**config.mk**
```make
export PLATFORM = sky130hd
export DESIGN_NAME = tinyodin_obi_responder_flat
export DESIGN_NICKNAME = d
export VERILOG_FILES = /design/src/rtl/tinyodin_obi_responder_if.sv /design/src/rtl/tinyodin_obi_responder.sv /design/src/flat_wrapper.sv
export SDC_FILE = /design/constraint.sdc
export NUM_CORES = 1
export LEC_CHECK = 0
export CORE_MARGIN = 3
export CORE_UTILIZATION = 32
export DETAILED_ROUTE_END_ITERATION = 8
export GPL_TIMING_DRIVEN = 0
export PLACE_DENSITY = 0.79
export SYNTH_ARGS = -nofsm -noshare
export SYNTH_HDL_FRONTEND = slang
export SYNTH_SLANG_ARGS = --single-unit
export TNS_END_PERCENT = 5
```
**constraint.sdc**
```tcl
create_clock -name CLK -period 4.2 [get_ports CLK]
set_input_delay 0.42 -clock CLK [delete_from_list [all_inputs] [get_ports CLK]]
set_output_delay 0.42 -clock CLK [all_outputs]
set_load 0.03 [all_outputs]
```
**src/rtl/tinyodin_obi_responder_if.sv**
```systemverilog
// OBI request/response bundle between the host bus initiator and the tinyODIN responder.
interface tinyodin_obi_responder_if;
    logic        req;
    logic        we;
    logic [3:0]  be;
    logic [31:0] addr;
    logic [31:0] wdata;
    logic        gnt;
    logic        rvalid;
    logic [31:0] rdata;

    modport master (
        output req, we, be, addr, wdata,
        input  gnt, rvalid, rdata
    );

    modport slave (
        input  req, we, be, addr, wdata,
        output gnt, rvalid, rdata
    );
endinterface

```
**src/rtl/tinyodin_obi_responder.sv**
```systemverilog
// OBI slave responder for tinyODIN: decodes word accesses into spike, neuron and
// synapse SRAM strobes plus one control register, with a single-stage response.
module tinyodin_obi_responder #(
    parameter int unsigned N        = 256,
    parameter int unsigned SPK_AW   = 6,
    parameter int unsigned NEU_AW   = 8,
    parameter int unsigned SYN_AW   = 13,
    parameter logic [31:0] ERR_WORD = 32'hDEAD_BEEF
) (
    input  logic                   CLK,
    input  logic                   RST,
    tinyodin_obi_responder_if.slave obi,
    output logic                   spk_cs_o,
    output logic                   spk_we_o,
    output logic [SPK_AW-1:0]      spk_addr_o,
    output logic                   neu_cs_o,
    output logic                   neu_we_o,
    output logic [NEU_AW-1:0]      neu_addr_o,
    output logic                   syn_cs_o,
    output logic                   syn_we_o,
    output logic [SYN_AW-1:0]      syn_addr_o,
    output logic [31:0]            mem_wdata_o,
    input  logic [31:0]            spk_rdata_i,
    input  logic [31:0]            neu_rdata_i,
    input  logic [31:0]            syn_rdata_i,
    input  logic                   core_busy_i,
    output logic [31:0]            ctrl_o,
    output logic                   start_o
);

    typedef enum logic [2:0] {
        REG_SPK,
        REG_NEU,
        REG_SYN,
        REG_CTRL,
        REG_ERR
    } region_e;

    typedef enum logic {
        S_IDLE,
        S_RESP
    } state_e;

    // Neuron words beyond N alias back into the populated part of the SRAM.
    localparam logic [NEU_AW-1:0] NEU_MASK = NEU_AW'(N - 1);

    region_e     region;
    logic        is_mem;
    logic        gnt;
    logic        accept;

    state_e      state_q, state_d;
    region_e     rsp_region_q, rsp_region_d;
    logic        rsp_we_q, rsp_we_d;
    logic [31:0] ctrl_snap_q, ctrl_snap_d;
    logic [31:0] ctrl_q, ctrl_d;
    logic        start_q, start_d;

    // Byte enables and address bits outside every region are don't-care.
    logic        addr_unused;
    assign addr_unused = ^{obi.be, obi.addr[19:SYN_AW+2], obi.addr[1:0]};

    // Region decode from the byte address.
    always_comb begin
        region = REG_ERR;
        if (obi.addr[31:22] == 10'd0) begin
            case (obi.addr[21:20])
                2'b00: region = REG_SPK;
                2'b01: region = REG_NEU;
                2'b10: region = REG_SYN;
                2'b11: region = REG_CTRL;
            endcase
        end
    end

    // Grant and SRAM strobes; memories are stalled while the core owns them.
    always_comb begin
        is_mem     = (region == REG_SPK) || (region == REG_NEU) || (region == REG_SYN);
        gnt        = ~RST & obi.req & ~(core_busy_i & is_mem);
        accept     = gnt;
        spk_cs_o   = accept & (region == REG_SPK);
        neu_cs_o   = accept & (region == REG_NEU);
        syn_cs_o   = accept & (region == REG_SYN);
        spk_we_o   = spk_cs_o & obi.we;
        neu_we_o   = neu_cs_o & obi.we;
        syn_we_o   = syn_cs_o & obi.we;
        spk_addr_o = obi.addr[SPK_AW+1:2];
        neu_addr_o = obi.addr[NEU_AW+1:2] & NEU_MASK;
        syn_addr_o = obi.addr[SYN_AW+1:2];
    end

    assign obi.gnt     = gnt;
    assign mem_wdata_o = obi.wdata;
    assign ctrl_o      = ctrl_q;
    assign start_o     = start_q;

    // Response FSM: RESP holds while accepts keep arriving back-to-back.
    always_comb begin
        state_d = state_q;
        case (state_q)
            S_IDLE: if (accept)  state_d = S_RESP;
            S_RESP: if (!accept) state_d = S_IDLE;
        endcase
    end

    // Capture what the response cycle needs; control writes update ctrl and start.
    always_comb begin
        rsp_region_d = rsp_region_q;
        rsp_we_d     = rsp_we_q;
        ctrl_snap_d  = ctrl_snap_q;
        ctrl_d       = ctrl_q;
        start_d      = 1'b0;
        if (accept) begin
            rsp_region_d = region;
            rsp_we_d     = obi.we;
            ctrl_snap_d  = {ctrl_q[31:11], core_busy_i, ctrl_q[9:0]};
            if (obi.we && (region == REG_CTRL)) begin
                ctrl_d  = {obi.wdata[31:11], 1'b0, obi.wdata[9:0]};
                start_d = obi.wdata[10] & ~core_busy_i;
            end
        end
    end

    // Control state: FSM, control register and start pulse.
    always_ff @(posedge CLK) begin
        if (RST) begin
            state_q <= S_IDLE;
            ctrl_q  <= 32'd0;
            start_q <= 1'b0;
        end else begin
            state_q <= state_d;
            ctrl_q  <= ctrl_d;
            start_q <= start_d;
        end
    end

    // ---- response stage p1: tag, direction and ctrl snapshot (data, no reset) ----
    always_ff @(posedge CLK) begin
        rsp_region_q <= rsp_region_d;
        rsp_we_q     <= rsp_we_d;
        ctrl_snap_q  <= ctrl_snap_d;
    end

    // Response data select; zero outside the response cycle and for writes.
    always_comb begin
        obi.rvalid = (state_q == S_RESP);
        obi.rdata  = 32'd0;
        if ((state_q == S_RESP) && !rsp_we_q) begin
            case (rsp_region_q)
                REG_SPK:  obi.rdata = spk_rdata_i;
                REG_NEU:  obi.rdata = neu_rdata_i;
                REG_SYN:  obi.rdata = syn_rdata_i;
                REG_CTRL: obi.rdata = ctrl_snap_q;
                default:  obi.rdata = ERR_WORD;
            endcase
        end
    end

endmodule

```
**src/flat_wrapper.sv**
```systemverilog
// flat-port wrapper written by rule: the top's interface ports become plain ports
module tinyodin_obi_responder_flat 
#(
    parameter int unsigned N        = 256,
    parameter int unsigned SPK_AW   = 6,
    parameter int unsigned NEU_AW   = 8,
    parameter int unsigned SYN_AW   = 13,
    parameter logic [31:0] ERR_WORD = 32'hDEAD_BEEF
)
  (CLK, RST, spk_cs_o, spk_we_o, spk_addr_o, neu_cs_o, neu_we_o, neu_addr_o, syn_cs_o, syn_we_o, syn_addr_o, mem_wdata_o, spk_rdata_i, neu_rdata_i, syn_rdata_i, core_busy_i, ctrl_o, start_o, obi_req, obi_we, obi_be, obi_addr, obi_wdata, obi_gnt, obi_rvalid, obi_rdata);
  tinyodin_obi_responder_if obi_i ();
  input  logic CLK;
  input  logic RST;
  output logic spk_cs_o;
  output logic spk_we_o;
  output logic [SPK_AW-1:0] spk_addr_o;
  output logic neu_cs_o;
  output logic neu_we_o;
  output logic [NEU_AW-1:0] neu_addr_o;
  output logic syn_cs_o;
  output logic syn_we_o;
  output logic [SYN_AW-1:0] syn_addr_o;
  output logic [31:0] mem_wdata_o;
  input  logic [31:0] spk_rdata_i;
  input  logic [31:0] neu_rdata_i;
  input  logic [31:0] syn_rdata_i;
  input  logic core_busy_i;
  output logic [31:0] ctrl_o;
  output logic start_o;
  input wire logic [$bits(obi_i.req)-1:0] obi_req;
  input wire logic [$bits(obi_i.we)-1:0] obi_we;
  input wire logic [$bits(obi_i.be)-1:0] obi_be;
  input wire logic [$bits(obi_i.addr)-1:0] obi_addr;
  input wire logic [$bits(obi_i.wdata)-1:0] obi_wdata;
  output wire logic [$bits(obi_i.gnt)-1:0] obi_gnt;
  output wire logic [$bits(obi_i.rvalid)-1:0] obi_rvalid;
  output wire logic [$bits(obi_i.rdata)-1:0] obi_rdata;
  assign obi_i.req = obi_req;
  assign obi_i.we = obi_we;
  assign obi_i.be = obi_be;
  assign obi_i.addr = obi_addr;
  assign obi_i.wdata = obi_wdata;
  assign obi_gnt = obi_i.gnt;
  assign obi_rvalid = obi_i.rvalid;
  assign obi_rdata = obi_i.rdata;
  tinyodin_obi_responder #(.N(N), .SPK_AW(SPK_AW), .NEU_AW(NEU_AW), .SYN_AW(SYN_AW), .ERR_WORD(ERR_WORD)) u_core (.CLK(CLK), .RST(RST), .obi(obi_i), .spk_cs_o(spk_cs_o), .spk_we_o(spk_we_o), .spk_addr_o(spk_addr_o), .neu_cs_o(neu_cs_o), .neu_we_o(neu_we_o), .neu_addr_o(neu_addr_o), .syn_cs_o(syn_cs_o), .syn_we_o(syn_we_o), .syn_addr_o(syn_addr_o), .mem_wdata_o(mem_wdata_o), .spk_rdata_i(spk_rdata_i), .neu_rdata_i(neu_rdata_i), .syn_rdata_i(syn_rdata_i), .core_busy_i(core_busy_i), .ctrl_o(ctrl_o), .start_o(start_o));
endmodule
```
==> PnR_summary.wiki <==
{| class="wikitable"
! Metric !! Value
|-
| Layout Cells excl Fill || 833
|-
| Adder-cell share of the synthesized area || 0
|-
| Antenna violations before repair || 0
|-
| Aggregate global-route resource usage || 0.200
|-
| Unique cell type count in the Yosys netlist || 28
|-
| Per-cell routed wire length || 18.0 um
|-
| ANT nets after route || 0
|-
| Total via count in the routed design || 3,794
|-
| Most used standard cell by instance count after synthesis || sky130_fd_sc_hd__nand2b_1
|-
| Gate Count Post-Synth || 369
|-
| Vias per std cell || 4.55
|-
| Ys flop type || sky130_fd_sc_hd__edfxtp_1
|-
| CTS Hold Bufs || 0
|-
| Critical path data required time || 3780 ps
|-
| Setup Buffers After CTS || 0
|-
| Core area || 0.0128 mm^2
|-
| Number of CTS-inserted buffers || 9
|-
| Die boundary height || 121 um
|-
| Run status || completed
|-
| Root Buffer || sky130_fd_sc_hd__clkbuf_16
|-
| Clk sink count || 69
|-
| Multi-input gate area in the final layout || 0.00188 mm^2
|-
| Summed instance area of the synthesized netlist || 0.00423 mm^2
|-
| Achievable clock frequency || 0.296 GHz
|-
| First-iteration detailed-routing DRC count || 152
|-
| Number of cells on the critical path || 6
|-
| Antenna diode instance count || 0
|-
| Leading area contributor after synthesis || sky130_fd_sc_hd__edfxtp_1
|-
| Fill cell count || 1,018
|-
| Number of nets produced by synthesis || 538
|-
| Number of nets in the final layout || 825
|-
| Worst Hold Path Cells || 3
|-
| Kind of cell with the highest combined delay on the critical path || buffers and inverters
|-
| Max Fanout on Critical Path || 15
|-
| Input/output buffers || 274
|-
| Xor and xnor fraction of the mapped netlist area || 0
|-
| Fraction of the mapped netlist area in compound gates || 0.00414
|-
| Worst slew margin relative to its limit || 0.453
|-
| Die area || 0.0146 mm^2
|-
| Width of the die || 121 um
|-
| Number of max-capacitance violations reported || 0
|-
| Placed Cells || 817
|-
| Share of the synthesized area in the top cell type || 0.256
|-
| Cell repeated most along the worst path || sky130_fd_sc_hd__clkdlybuf4s50_1
|-
| Number of flops mapped to enable cells by yosys || 36
|-
| Clock tree from TritonCTS || built
|-
| Resized cells post-CTS || 0
|-
| Register area || 0.00174 mm^2
|-
| Register-to-Register Path Depth || 2
|-
| Number of iterations in the first detailed-routing pass || 4
|-
| Fraction of synthesized area in multiplexers || 0.244
|-
| Power Density || 268 mW/mm^2
|-
| Min Tclk post-route || 3380 ps
|-
| Number of remaining DRC errors || 0
|-
| Synthesized area per cell || 11.5 um^2
|-
| Worst min-delay path category || primary input to flip-flop
|-
| Via count of the first global-routing pass || 4,098
|-
| Slowest CP cell || sky130_fd_sc_hd__a311oi_4
|-
| Global-route wire length before repair || 22,300 um
|-
| Maximum number of pins on one net before global-route repair || 16
|-
| Number of top-level pins || 301
|-
| Combinational family with the most area after synthesis || multiplexers
|-
| Setup repair after global routing missed its margin || no
|-
| Hold violation count in the final report || 0
|-
| Capturing element type of the critical path || output pin
|-
| Slew at the pin closest to its max-slew limit || 820 ps
|-
| Maximum cell stage delay along the critical path || 720 ps
|-
| Clock latency at the later pin of the worst-skew pair || 330 ps
|-
| Finished Core Util || 0.593
|-
| Warning count from the yosys run || 0
|-
| Post-Route Hold Slack || 457 ps
|-
| Cell types with the highest counts after synthesis || sky130_fd_sc_hd__nand2b_1, sky130_fd_sc_hd__buf_4, sky130_fd_sc_hd__nor2_1
|-
| GPL Wtd Cong || 0.845
|-
| Clock transition at path regs || 50 ps
|-
| Number of buffers on the longest clock path || 2
|-
| Proportion of synthesized flip-flops having asynchronous set or reset || 0
|-
| Fraction of layout cells with a size suffix above 1 || 0.188
|-
| Critical path data arrival time || 2960 ps
|-
| Syn-to-layout area delta || 79.0%
|-
| Leading cell types by total area after synthesis || sky130_fd_sc_hd__edfxtp_1, sky130_fd_sc_hd__mux4_2, sky130_fd_sc_hd__dfxtp_1
|-
| Area fraction in and, or, nand and nor cells after synthesis || 0.191
|-
| Period utilization || 0.804
|-
| Post-synthesis sequential element count || 69
|-
| Leak Pwr || 2.76 nW
|-
| Total half-perimeter wirelength after legalization and detailed placement || 12,400 um
|-
| Proportion of synthesized chip area in sequential cells || 0.412
|-
| Gr ovfl total || 0
|-
| CTS H-Tree Depth || 3
|-
| Final number of setup-violating endpoints || 0
|-
| Peak supply drop || 0.000159 V
|-
| Worst setup SP type || primary input
|-
| Detailed-route wire length || 15,000 um
|-
| Effective utilization at floorplan || 0.331
|-
| Buffers & Inverters on Critical Path || 3
|-
| Final sum of negative setup slack || 0 ps
|-
| Clock tree skew after final layout || 3.44 ps
|-
| WS Path Type || primary input to output pin
|-
| Standard-cell row count || 41
|-
| Cell-by-cell listing of the critical path || clkdlybuf4s50_1, nor4_4, and3_2, a311oi_4, buf_8, clkdlybuf4s50_1
|-
| Fin. max-slew vios || 0
|}
==> worst paths after layout <==
check	slack (ps)	from	to
setup / recovery	820	obi_addr[27]	obi_gnt
hold / removal	460	obi_addr[21]	u_core.start_o
setup reg to reg	3530	u_core.ctrl_o[16]	u_core.ctrl_o[16]
hold reg to reg	460	u_core.ctrl_o[31]	u_core.ctrl_snap_q[31]
==> state kept, by name, summed over array words and instances (netlist names) <==
name	cells
u_core.ctrl_snap_q	32
u_core.obi.rvalid	1
u_core.rsp_region_q	3
u_core.start_o	1
u_core.ctrl_o	31
u_core.rsp_we_q	1
==> tightest hold or removal path: cells and delay by family <==
kind,cells,cell delay [ps]
buf+inv,1,170
simple gates,2,150
==> final cells by class <==
class | count | area share
multi-input combinational | 212 | 0.248
timing repair buffer | 276 | 0.366
buffer | 86 | 0.0817
tap | 172 | 0.0284
inverter | 2 | 0.000992
sequential | 69 | 0.230
clock inverter | 3 | 0.00265
clock buffer | 13 | 0.0415
==> power by group <==
| group | switching (mW) | internal (mW) | total [mW] |
|---|---|---|---|
| combinational | 0.208 | 0.295 | 0.503 |
| sequential | 0.00600 | 0.719 | 0.725 |
| clock | 0.281 | 0.523 | 0.804 |
| total | 0.495 | 1.54 | 2.03 |
==> cells in the final DEF (no fill, tap or decap), drive strengths merged <==
cell / instances
a311oi: 2
and2: 1
and3: 2
and4: 2
buf: 74
clkbuf: 27
clkdlybuf4s50: 274
clkinv: 1
clkinvlp: 2
conb: 1
dfxtp: 33
edfxtp: 36
inv: 2
mux2i: 31
mux4: 32
nand2: 3
nand2b: 64
nand3: 2
nand4: 2
nor2: 56
nor2b: 8
nor4: 2
nor4b: 2
nor4bb: 1
or2: 1
==> per-layer routing <==
| layer | vias to the layer above | global-route usage | share of wire |
|---|---|---|---|
| li1 | 1800 | - | - |
| met1 | 1792 | 0.242 | 0.39 |
| met2 | 185 | 0.349 | 0.52 |
| met3 | 17 | 0.0503 | 0.074 |
| met4 | 0 | 0.0595 | 0.020 |
| met5 | - | 0 | 0 |
==> logic make-up after synthesis <==
kind of cell,count (synthesis)
buffers and inverters,88
other,1
muxes,63
AOI/OAI and AO/OA,2
DFF,69
and+or+nand+nor,146
==> through the flow <==
step / worst slack [ps] / power (mW) / area (um^2)
6_report: 822 / 2.03 / 7570
5_1_grt: 708 / 2.12 / 7570
4_1_cts: 792 / 2.05 / 7570
3_5_place_dp: 797 / 1.25 / 7230
3_3_place_gp: -1150 / 1.23 / 7190
2_1_floorplan: 992 / 0.986 / 4240
(Power assumes the default switching activity.)
